[src/rtl/gray_step_monitor.sv]
// gray_step_monitor: synchronises an asynchronous Gray bus, decodes it to
// binary and classifies each sample-to-sample move as hold, +1, -1 or illegal.
// Optional feature macro: GRAY_MON_DIR_EN (defined = -1 steps are legal and
// drive step_down; undefined = step_down tied low and -1 counts as an error).
module gray_step_monitor #(
  parameter int WIDTH       = 3,
  parameter int SYNC_STAGES = 2,
  parameter int LOCK_LEN    = 4
) (
  input  logic             clk,
  input  logic             rst_n,
  input  logic [WIDTH-1:0] gray_in,
  input  logic             clr_err,
  output logic [WIDTH-1:0] bin_out,
  output logic             bin_valid,
  output logic             step_up,
  output logic             step_down,
  output logic             step_err,
  output logic             sticky_err,
  output logic [7:0]       err_cnt,
  output logic             locked
);

  localparam int FW = $clog2(SYNC_STAGES + 1);

  typedef enum logic [1:0] {S_IDLE, S_TRACK, S_ERROR} state_e;

  state_e           state_q, state_d;
  logic [WIDTH-1:0] sync_q [SYNC_STAGES];
  logic [FW-1:0]    fill_q, fill_d;
  logic [3:0]       good_q, good_d;
  logic [WIDTH-1:0] bin_q, bin_d;
  logic             valid_q, valid_d;
  logic             up_q, up_d;
  logic             err_q, err_d;
  logic             sticky_q, sticky_d;
  logic [7:0]       cnt_q, cnt_d;
  logic [WIDTH-1:0] bin_new, delta;
  logic             is_hold, is_up, is_dn;
`ifdef GRAY_MON_DIR_EN
  logic             dn_q, dn_d;
`endif

  function automatic logic [WIDTH-1:0] gray2bin(input logic [WIDTH-1:0] g);
    logic [WIDTH-1:0] b;
    b = '0;
    b[WIDTH-1] = g[WIDTH-1];
    for (int unsigned i = 2; i <= WIDTH; i++) begin
      b[WIDTH-i] = b[WIDTH-i+1] ^ g[WIDTH-i];
    end
    return b;
  endfunction

  // Synchroniser chain for the asynchronous Gray input.
  always_ff @(posedge clk or negedge rst_n) begin
    if (!rst_n) begin
      for (int unsigned i = 0; i < SYNC_STAGES; i++) sync_q[i] <= '0;
    end else begin
      sync_q[0] <= gray_in;
      for (int unsigned i = 1; i < SYNC_STAGES; i++) sync_q[i] <= sync_q[i-1];
    end
  end

  // Decode and step classification against the previously registered sample.
  always_comb begin
    bin_new = gray2bin(sync_q[SYNC_STAGES-1]);
    delta   = bin_new - bin_q;
    is_hold = (delta == '0);
    is_up   = (delta == WIDTH'(1));
`ifdef GRAY_MON_DIR_EN
    is_dn   = (delta == '1);
`else
    is_dn   = 1'b0;
`endif
  end

  // Next-state logic: fill / track / error FSM plus error bookkeeping.
  always_comb begin
    state_d  = state_q;
    fill_d   = fill_q;
    good_d   = good_q;
    bin_d    = bin_q;
    valid_d  = valid_q;
    up_d     = 1'b0;
    err_d    = 1'b0;
    sticky_d = sticky_q;
    cnt_d    = cnt_q;
`ifdef GRAY_MON_DIR_EN
    dn_d     = 1'b0;
`endif
    case (state_q)
      S_IDLE: begin
        // Wait for the chain to flush post-reset, then take the first sample
        // as the reference without classifying it.
        if (fill_q == FW'(SYNC_STAGES)) begin
          bin_d   = bin_new;
          valid_d = 1'b1;
          state_d = S_TRACK;
        end else begin
          fill_d = fill_q + FW'(1);
        end
      end
      S_TRACK, S_ERROR: begin
        bin_d = bin_new;
        up_d  = is_up;
`ifdef GRAY_MON_DIR_EN
        dn_d  = is_dn;
`endif
        err_d = !(is_hold || is_up || is_dn);
        if (err_d) begin
          state_d = S_ERROR;
          good_d  = '0;
        end else if (state_q == S_ERROR) begin
          if (good_q == 4'(LOCK_LEN - 1)) begin
            state_d = S_TRACK;
            good_d  = '0;
          end else begin
            good_d = good_q + 4'd1;
          end
        end
      end
      default: state_d = S_IDLE;
    endcase
    if (clr_err) begin
      cnt_d    = '0;
      sticky_d = 1'b0;
    end else if (err_d) begin
      sticky_d = 1'b1;
      if (cnt_q != 8'hFF) cnt_d = cnt_q + 8'd1;
    end
  end

  // State and output registers.
  always_ff @(posedge clk or negedge rst_n) begin
    if (!rst_n) begin
      state_q  <= S_IDLE;
      fill_q   <= '0;
      good_q   <= '0;
      bin_q    <= '0;
      valid_q  <= 1'b0;
      up_q     <= 1'b0;
      err_q    <= 1'b0;
      sticky_q <= 1'b0;
      cnt_q    <= '0;
`ifdef GRAY_MON_DIR_EN
      dn_q     <= 1'b0;
`endif
    end else begin
      state_q  <= state_d;
      fill_q   <= fill_d;
      good_q   <= good_d;
      bin_q    <= bin_d;
      valid_q  <= valid_d;
      up_q     <= up_d;
      err_q    <= err_d;
      sticky_q <= sticky_d;
      cnt_q    <= cnt_d;
`ifdef GRAY_MON_DIR_EN
      dn_q     <= dn_d;
`endif
    end
  end

  assign bin_out    = bin_q;
  assign bin_valid  = valid_q;
  assign step_up    = up_q;
  assign step_err   = err_q;
  assign sticky_err = sticky_q;
  assign err_cnt    = cnt_q;
  assign locked     = (state_q == S_TRACK);
`ifdef GRAY_MON_DIR_EN
  assign step_down  = dn_q;
`else
  assign step_down  = 1'b0;
`endif

endmodule
[config.mk]
export PLATFORM = sky130hd
export DESIGN_NAME = gray_step_monitor
export DESIGN_NICKNAME = d
export VERILOG_FILES = /design/src/rtl/gray_step_monitor.sv
export SDC_FILE = /design/constraint.sdc
export NUM_CORES = 1
export LEC_CHECK = 0
export CAP_MARGIN = 25
export CORE_AREA = 2 2 55 57
export CTS_BUF_LIST = sky130_fd_sc_hd__clkbuf_2 sky130_fd_sc_hd__clkbuf_4 sky130_fd_sc_hd__clkbuf_8
export DETAILED_ROUTE_END_ITERATION = 10
export DIE_AREA = 0 0 57 59
export PLACE_DENSITY = 0.84
export SYNTH_ARGS = -nofsm -noshare
export SYNTH_HDL_FRONTEND = slang
export SYNTH_SLANG_ARGS = --single-unit
[constraint.sdc]
create_clock -name clk -period 3.24 [get_ports clk]
set_clock_uncertainty 0.2 [all_clocks]
set_input_delay 0.486 -clock clk [delete_from_list [all_inputs] [get_ports clk]]
set_output_delay 0.486 -clock clk [all_outputs]
set_load 0.1 [all_outputs]
==> flow_metrics.tcl <==
set metrics [dict create \
    clock_latency_ns 0.34 \
    required_ns 3.32 \
    grt_overflow 0 \
    placement.io_buffers 21 \
    drv.max_cap_violation_count 0 \
    placedCellCount 187 \
    crit_fanout 7 \
    critPathArrivalTime_ns 3.16 \
    synth_cell_types 33 \
    design.portCount 23 \
    multiInputGateArea_um2 648 \
    synth-seq-area-share_pct 51.3 \
    synth_enable_flop_cells 0 \
    total_power_mw 1.49 \
    postSynth.asyncResetShare_pct 100 \
    power_density_nw_per_um2 873 \
    timing_worst_setup_path_type "reg2reg" \
    worstSetupStartpointType "flip-flop" \
    grtUsageTotal_pct 18.1 \
    synth_xor_xnor_area_share_pct 3.45 \
    rr_worst_depth 9 \
    synth-simple-area-share_pct 17.3 \
    finalWorstSetupSlack_ns 0.159 \
    synth_top_cell_area_share_pct 51.3 \
    first_pass_grt_wire_length_mm 4.56 \
    tritoncts_clock_tree "yes" \
    drtAntennaViolNets 0 \
    rr_startpoint "bin_new[2]" \
    synth_cells 137 \
    areaGrowthSynthToFinish_pct 20.7 \
    seq_area_um2 726 \
    cp-end-kind "flip-flop" \
    hold-path-endpoint "sync_q[1]" \
    floorplan.die.height_um 59 \
    wl_per_cell_um 13.7 \
    outcome "completed" \
    remaining_drc_errors 0 \
    design_area_um2 1710 \
    reg2reg_slack_ns 0.16 \
    worstMarginPinSlew_ns 0.704 \
    worstHoldStart "sync_q[4]" \
    cell_taking_the_most_area_after_synthesis "sky130_fd_sc_hd__dfrtp_1" \
    r2r_end "state_q[0]" \
    ant_diodes 0 \
    core_region_area_um2 2710 \
    grt_antenna_before_repair 0 \
    drive_above_1_share_pct 22.0 \
    cts_setup_buffers 0 \
    synth_top_family_by_area "simple AND/OR/NAND/NOR gates" \
    clock_tree.htree_level_count 2 \
    crit_start "bin_new[2]" \
    fmaxAchievable_mhz 325 \
    dpl_cell_area_um2 1620 \
    drt_wl_total_mm 2.67 \
    via_count 1112 \
    synth_common_cells "sky130_fd_sc_hd__dfrtp_1, sky130_fd_sc_hd__nand2_1, sky130_fd_sc_hd__inv_1" \
    dr.first_iter.drc_count 15 \
    top_count_cell_post_synth "sky130_fd_sc_hd__dfrtp_1" \
    min_period_ns 3.08 \
    syn_avg_cell_area_um2 10.3 \
    fin_tns_setup_ns 0 \
    synth_top_flop_cell "sky130_fd_sc_hd__dfrtp_1" \
    cts-root-buf "sky130_fd_sc_hd__clkbuf_4" \
    synth_top_cells_by_area "sky130_fd_sc_hd__dfrtp_1, sky130_fd_sc_hd__ha_1, sky130_fd_sc_hd__o21ai_0" \
    nets 178 \
    cts.sink_count 29 \
    slew_viol_final 0 \
    die_x_um 57 \
    synthMuxAreaShare_pct 3.89 \
    worst_hold_path.num_cells 0 \
    irDropWorstVdd_mv 0.782 \
    routabilityCongestion 0.931 \
    viasPerCell 5.70 \
    yosysWarnings 0 \
    timing.final.setup_violations 0 \
    numCtsBuffers 5 \
    fill_cells 231 \
    hpwl_mm 1.94 \
    holdCritPathClass "reg2reg" \
    synthesized_area_fraction_occupied_by_ao_oa_aoi_and_oai_cells_pct 10.6 \
    synthesis.nets 152 \
    drt-pass1-iter-count 4 \
    grt_pass1_vias 1063 \
    clk_pin_slew_worst_paths_ns 0.10 \
    pin_count_of_the_biggest_net_entering_global_routing 30 \
    hold_viol 0 \
    stdcell_count 195 \
    die_area_um2 3360 \
    min_period_over_period_pct 95.1 \
    rsz0062_at_grt "no" \
    synthesis_stage_register_bit_count 29 \
    synthAdderAreaFrac_pct 8.50 \
    p_leak_nw 0.759 \
    initial_core_util_pct 52.2 \
    clk_path_buf_depth 2 \
    rows 19 \
    synth_area_um2 1410 \
    dp_worst_setup_slack_ns 0.0691 \
    max_slew_margin_vs_limit_pct 52.7 \
]
## layer usage
metal / wire length (um) / global-route usage (%)
met2: 1310 / 29.2
met5: 0 / 0
met3: 140 / 4.80
met4: 87 / 13.0
met1: 1140 / 21.1
## logic make-up (layout without fill, tap and decap cells)
kind of cell | after synthesis | count (layout)
AOI/OAI and AO/OA | 26 | 26
xor gates and xnor gates | 4 | 4
adders and majority gates | 9 | 9
buffers and inverters | 16 | 43
DFF | 29 | 29
muxes | 5 | 5
other | 1 | 1
and+or+nand+nor | 47 | 47
## flip-flops by register name, indices dropped and copies added, names as in the netlist
register	flops
bin_new	1
fill_q	2
err_cnt	8
state_q	2
sticky_err	1
step_err	1
bin_out	3
bin_valid	1
step_up	1
sync_q	5
good_q	4
## critical path, stage by stage (launching register included)
cell and delay, ns:
sky130_fd_sc_hd__dfrtp_1 0.44, sky130_fd_sc_hd__xor2_2 0.28, sky130_fd_sc_hd__xnor2_2 0.15, sky130_fd_sc_hd__ha_1 0.17
sky130_fd_sc_hd__inv_1 0.05, sky130_fd_sc_hd__fa_1 0.36, sky130_fd_sc_hd__xnor3_1 0.25, sky130_fd_sc_hd__or3b_1 0.48
sky130_fd_sc_hd__or4_1 0.53, sky130_fd_sc_hd__nand4_1 0.09
## layout make-up
type	count	area share (%)
Sequential cell	29	42.5
Multi-Input combinational cell	92	38.0
Timing Repair Buffer	24	11.3
Inverter	11	2.42
Tap cell	31	2.27
Clock buffer	5	2.20
Clock inverter	3	1.32
## worst max path at each step
stage / endpoint / cells after the start
2_1_floorplan: state_q[0] / 8
3_3_place_gp: err_cnt[5] / 9
3_5_place_dp: err_cnt[1] / 10
4_1_cts: err_cnt[1] / 10
5_1_grt: state_q[0] / 9
6_report: state_q[0] / 9
## repair_timing
| item | in CTS | in global routing |
|---|---|---|
| hold buffers | 0 | 0 |
| resized for setup | 0 | 4 |
| endpoints found under the setup margin | 0 | 8 |
## power breakdown
group / leakage, nW / internal, mW / switching, mW
Combinational: 0.369 / 0.213 / 0.580
Clock: 0.0234 / 0.0837 / 0.140
Sequential: 0.367 / 0.423 / 0.0488
## layout by cell type (no fill, tap or decap), drive strengths merged, types with 3 or more instances in the layout
cell | synthesis | routed
nor2 | 9 | 9
or3 | 4 | 4
dfrtp | 29 | 29
inv | 11 | 11
clkinvlp | 0 | 3
o31ai | 4 | 4
nand2 | 12 | 12
ha | 8 | 8
nand4 | 4 | 4
nor4 | 4 | 4
or4 | 3 | 3
clkbuf | 3 | 5
buf | 2 | 19
clkdlybuf4s50 | 0 | 5
o21ai | 11 | 11
nor2b | 4 | 4
mux2 | 4 | 4
a21oi | 7 | 7
## metrics by stage
step	hold WS (ns)	util [%]
global route	0.167	63.0
CTS	0.160	62.0
floorplan	-0.00959	-
global placement	0.136	59.8
detailed placement	0.136	59.8
finish	0.158	63.0
Power figures use the tool's default switching activity.
==> patch 1: new RTL, same settings <==
Change the parameter `WIDTH` from 3 to 5.
--- a/src/rtl/gray_step_monitor.sv
+++ b/src/rtl/gray_step_monitor.sv
@@ -3,7 +3,7 @@
 // Optional feature macro: GRAY_MON_DIR_EN (defined = -1 steps are legal and
 // drive step_down; undefined = step_down tied low and -1 counts as an error).
 module gray_step_monitor #(
-  parameter int WIDTH       = 3,
+  parameter int WIDTH       = 5,
   parameter int SYNC_STAGES = 2,
   parameter int LOCK_LEN    = 4
 ) (
Ports: changed (resized bin_out and gray_in); port bits go from 23 to 27. The function was not compared with the original's and may differ.
==> patch 1 against the unedited design <==
Wire length rose by 87%; sequential share of layout area shrank 5.4 points; combinational power down 17%; the flow now finishes with violations (setup timing); non-clock buffer count rose by 17; largest cell class is now multi-input gates; worst hold slack improved by 8.6 ps; worst setup slack lost 530 ps; cell count grew 24%; sequential cell count increased by 6; cell area grew 38%; synthesized area is 22% higher; clock power rose by 81%; largest power group unchanged; total power rose by 5.9%.
==> patch 1: results (changes against the unedited design) <==
CP max-delay cell dfrtp_1 (was or4_1); detailed-routing iteration count for the pre-antenna-repair pass 5 (was 4); standard cell area after detailed placement 0.00200 mm^2 (was 0.00162 mm^2); net count after synthesis 187 (was 152); part of the Yosys area used for sequential elements 0.509 (was 0.513); sum of routed wire segments on met1 2030 um (was 1140 um); Inverters excl. clock 12 (was 11); global-route wire length before repair 7380 um (was 4560 um); Non-clk bufs 41 (was 24); ranking of synthesized cells by instance count dfrtp_1 (35), nand2_1 (15), inv_1 (12) (was dfrtp_1 (29), nand2_1 (12), inv_1 (11)); total via count in the routed design 1557 (was 1112); met2 Use GR 0.481 (was 0.292); DRC violation total after the first TritonRoute iteration 116 (was 15); fraction of the mapped netlist area in adder cells 0.0916 (was 0.0850); CTS clock-pin slew for the worst setup and hold paths 120 ps (was 100 ps); insertion delay of the later-clocked pin in the worst-skew pair 370 ps (was 340 ps); net count reported at finish 230 (was 178); violated checks setup timing; post-placement setup slack -297 ps (was 69.1 ps); final count of negative-setup-slack endpoints 17 (was 0); count of placed standard cells in the final layout, fillers left out 242 (was 195); FF+latch area 876 um^2 (was 726 um^2); Post-CTS Repair Setup Buffers 3 (was 0); routability congestion estimate from global placement 0.901 (was 0.931); worst-case headroom to the max-slew limit 0.561 (was 0.527); Pleak 0.00107 uW (was 0.000759 uW); status finished with violations (was complete, no violations); top post-synthesis cells by area dfrtp_1 (51%), ha_1 (8.0%), nand2_1 (3.3%) (was dfrtp_1 (51%), ha_1 (7.1%), o21ai_0 (3.5%)); post-synthesis register bit count 35 (was 29); fraction of area in clock buffers and inverters 0.0445 (was 0.0352); portion of netlist area occupied by mux cells 0.0131 (was 0.0389); min setup slack post-route -376 ps (was 159 ps); xor and xnor area share after synthesis 0.0356 (was 0.0345); number of flip-flops under the largest register name 9 (was 8); GR met1 Demand/Resource 0.365 (was 0.211)
## patch 1: worst paths after layout
check / slack (ps) / endpoint / startpoint / depth (start not counted)
worst max-delay path: -380 / state_q[0]$_DFFE_PN0P_ / bin_new[4]$_DFF_PN0_ / 13
worst min-delay path: 170 / sync_q[0]$_DFF_PN0_ / sync_q[5]$_DFF_PN0_ / 0
worst max register to register: -380 / state_q[0]$_DFFE_PN0P_ / bin_new[4]$_DFF_PN0_ / 13
worst min register to register: 170 / sync_q[0]$_DFF_PN0_ / sync_q[5]$_DFF_PN0_ / 0
max in group asynchronous: 2210 / err_cnt[0]$_DFFE_PN0P_ / rst_n / 2
min in group asynchronous: 310 / bin_out[1]$_DFFE_PN0P_ / rst_n / 2
## patch 1: power by group through the flow
stage	clock network, uW	logic, uW	registers [uW]
5_1_grt	428	684	513
3_3_place_gp	0	483	511
6_report	405	661	511
2_1_floorplan	0	168	713
4_1_cts	404	571	507
3_5_place_dp	0	501	515
==> patch 2: new RTL, same settings <==
Without the edit above. Make the reset (`rst_n`) synchronous in 2 clocked blocks. Comments in the files are not updated.
--- a/src/rtl/gray_step_monitor.sv
+++ b/src/rtl/gray_step_monitor.sv
@@ -52,7 +52,7 @@
   endfunction
 
   // Synchroniser chain for the asynchronous Gray input.
-  always_ff @(posedge clk or negedge rst_n) begin
+  always_ff @(posedge clk) begin
     if (!rst_n) begin
       for (int unsigned i = 0; i < SYNC_STAGES; i++) sync_q[i] <= '0;
     end else begin
@@ -131,7 +131,7 @@
   end
 
   // State and output registers.
-  always_ff @(posedge clk or negedge rst_n) begin
+  always_ff @(posedge clk) begin
     if (!rst_n) begin
       state_q  <= S_IDLE;
       fill_q   <= '0;
Function: differs if rst_n is asserted again (counterexample within 4 cycles, from zero or initial values and one cycle with rst_n low); with rst_n held inactive, the same outputs for 10 cycles.
==> patch 2 against the unedited design <==
Global-route usage grew 0.38 points; count of clock-buffer cells in the layout grew 1; sequential cell count is the same; worst setup slack gained 110 ps; worst hold slack gained 78 ps; wire length grew 7.4%; die area is the same; cell area shrank 3.7%; highest routed layer unchanged; critical path type unchanged; non-clock buffer count shrank 1; synthesized area shrank 1.3%; total power shrank 24%; cell count grew 7.2%.
==> patch 2: results (changes against the unedited design) <==
Post-CTS Repair Setup Buffers 0 (unchanged); vias per cell 5.83 (was 5.70); Max VDD drop 0.484 mV (was 0.782 mV); standard cell area after detailed placement 0.00159 mm^2 (was 0.00162 mm^2); fraction of final layout cells with drive strength greater than 1 0.152 (was 0.220); Largest stage delay, worst path 620 ps (was 530 ps); Global Route Usage Sum 0.185 (was 0.181); per-instance average area after synthesis 9.18 um^2 (was 10.3 um^2); P_sw 494 uW (was 769 uW); Unique masters post-synth 43 (was 33); post-placement setup slack 313 ps (was 69.1 ps); part of the Yosys area used for sequential elements 0.416 (was 0.513); FILL cells 243 (was 231); worst-case headroom to the max-slew limit 0.510 (was 0.527); wire length per cell after detailed routing 13.7 um (about the same); global-route wire length before repair 4770 um (was 4560 um); wirelength, routed 2870 um (was 2670 um); ranking of synthesized cells by instance count dfxtp_1 (29), nand2_1 (11), and2_1 (10) (was dfrtp_1 (29), nand2_1 (12), inv_1 (11)); status complete, no violations (unchanged); Async SR Flop Fraction 0 (was 1.00); Pleak 0.000652 uW (was 0.000759 uW); WHS Path Cells 1 (was 0); net count reported at finish 192 (was 178); sum of net half-perimeters after detailed placement 2120 um (was 1940 um); DRC violation total after the first TritonRoute iteration 37 (was 15); vias in the first global route 1121 (was 1063); depth of the worst register-to-register path 8 (was 9); routability congestion estimate from global placement 0.887 (was 0.931); number of placed cells counting well taps 201 (was 187); top post-synthesis cells by area dfxtp_1 (42%), ha_1 (7.2%), and2_1 (4.5%) (was dfrtp_1 (51%), ha_1 (7.1%), o21ai_0 (3.5%)); most numerous cell in the Yosys netlist dfxtp_1 (was dfrtp_1); net count after synthesis 167 (was 152); maximum number of pins on one net before global-route repair 27 (was 30); CP max-delay cell fa_1 (was or4_1); insertion delay of the later-clocked pin in the worst-skew pair 320 ps (was 340 ps)
==> patch 2: cell types whose count changed after synthesis, moves of 4 or more <==
cell     change
dfrtp_1     -29
dfxtp_1     +29
and2_1      +10
inv_1        -5
mux2_2       -4
nand3_1      +4
==> patch 2: metrics by stage <==
step                power (uW)   util
finish                    1130  0.607
global route              1190  0.607
floorplan                  838      -
detailed placement         924  0.586
CTS                       1130  0.607
global placement           909  0.586
==> patch 2: logic make-up after synthesis <==
kind of cell | Yosys count | synth area share
and+or+nand+nor | 60 | 0.233
AOI/OAI and AO/OA | 38 | 0.189
DFF | 29 | 0.416
buffers and inverters | 11 | 0.0377
adders and majority gates | 9 | 0.0861
xor gates and xnor gates | 4 | 0.0350
other | 1 | 0.00269
==> patch 2: worst paths after layout <==
kind / startpoint / end / slack, ps
worst max-delay path: sync_q[0][5]$_SDFF_PN0_ / err_cnt[7]$_SDFFE_PP0P_ / 270
worst max register to register: sync_q[0][5]$_SDFF_PN0_ / err_cnt[7]$_SDFFE_PP0P_ / 270
worst min register to register: sync_q[0][2]$_SDFF_PN0_ / sync_q[0][5]$_SDFF_PN0_ / 240
worst min-delay path: sync_q[0][2]$_SDFF_PN0_ / sync_q[0][5]$_SDFF_PN0_ / 240
==> patch 2: power by group through the flow <==
stage          combinational, uW  clock [uW]  sequential, uW
6_report                     499         210             417
5_1_grt                      538         232             423
4_1_cts                      498         217             418
3_5_place_dp                 497           0             426
3_3_place_gp                 486           0             423
2_1_floorplan                283           0             555
==> patch 2: cell type report <==
cell class                      count  area (um^2)  share of cell area
Inverter                            6         22.5              0.0137
Clock inverter                      2         10.0             0.00609
Tap cell                           31         38.8              0.0236
Timing Repair Buffer               23          185               0.113
Sequential cell                    29          581               0.353
Clock buffer                        6         45.0              0.0274
Multi-Input combinational cell    112          762               0.463
==> patch 2: routing by layer <==
layer | track usage | routed length, um | part of all wire | up-vias
met5 | 0 | 0 | 0 | -
met4 | 0.103 | 53 | 0.018 | 0
met3 | 0.0590 | 179 | 0.062 | 6
met2 | 0.315 | 1390 | 0.49 | 40
met1 | 0.206 | 1240 | 0.43 | 569
li1 | - | - | - | 603
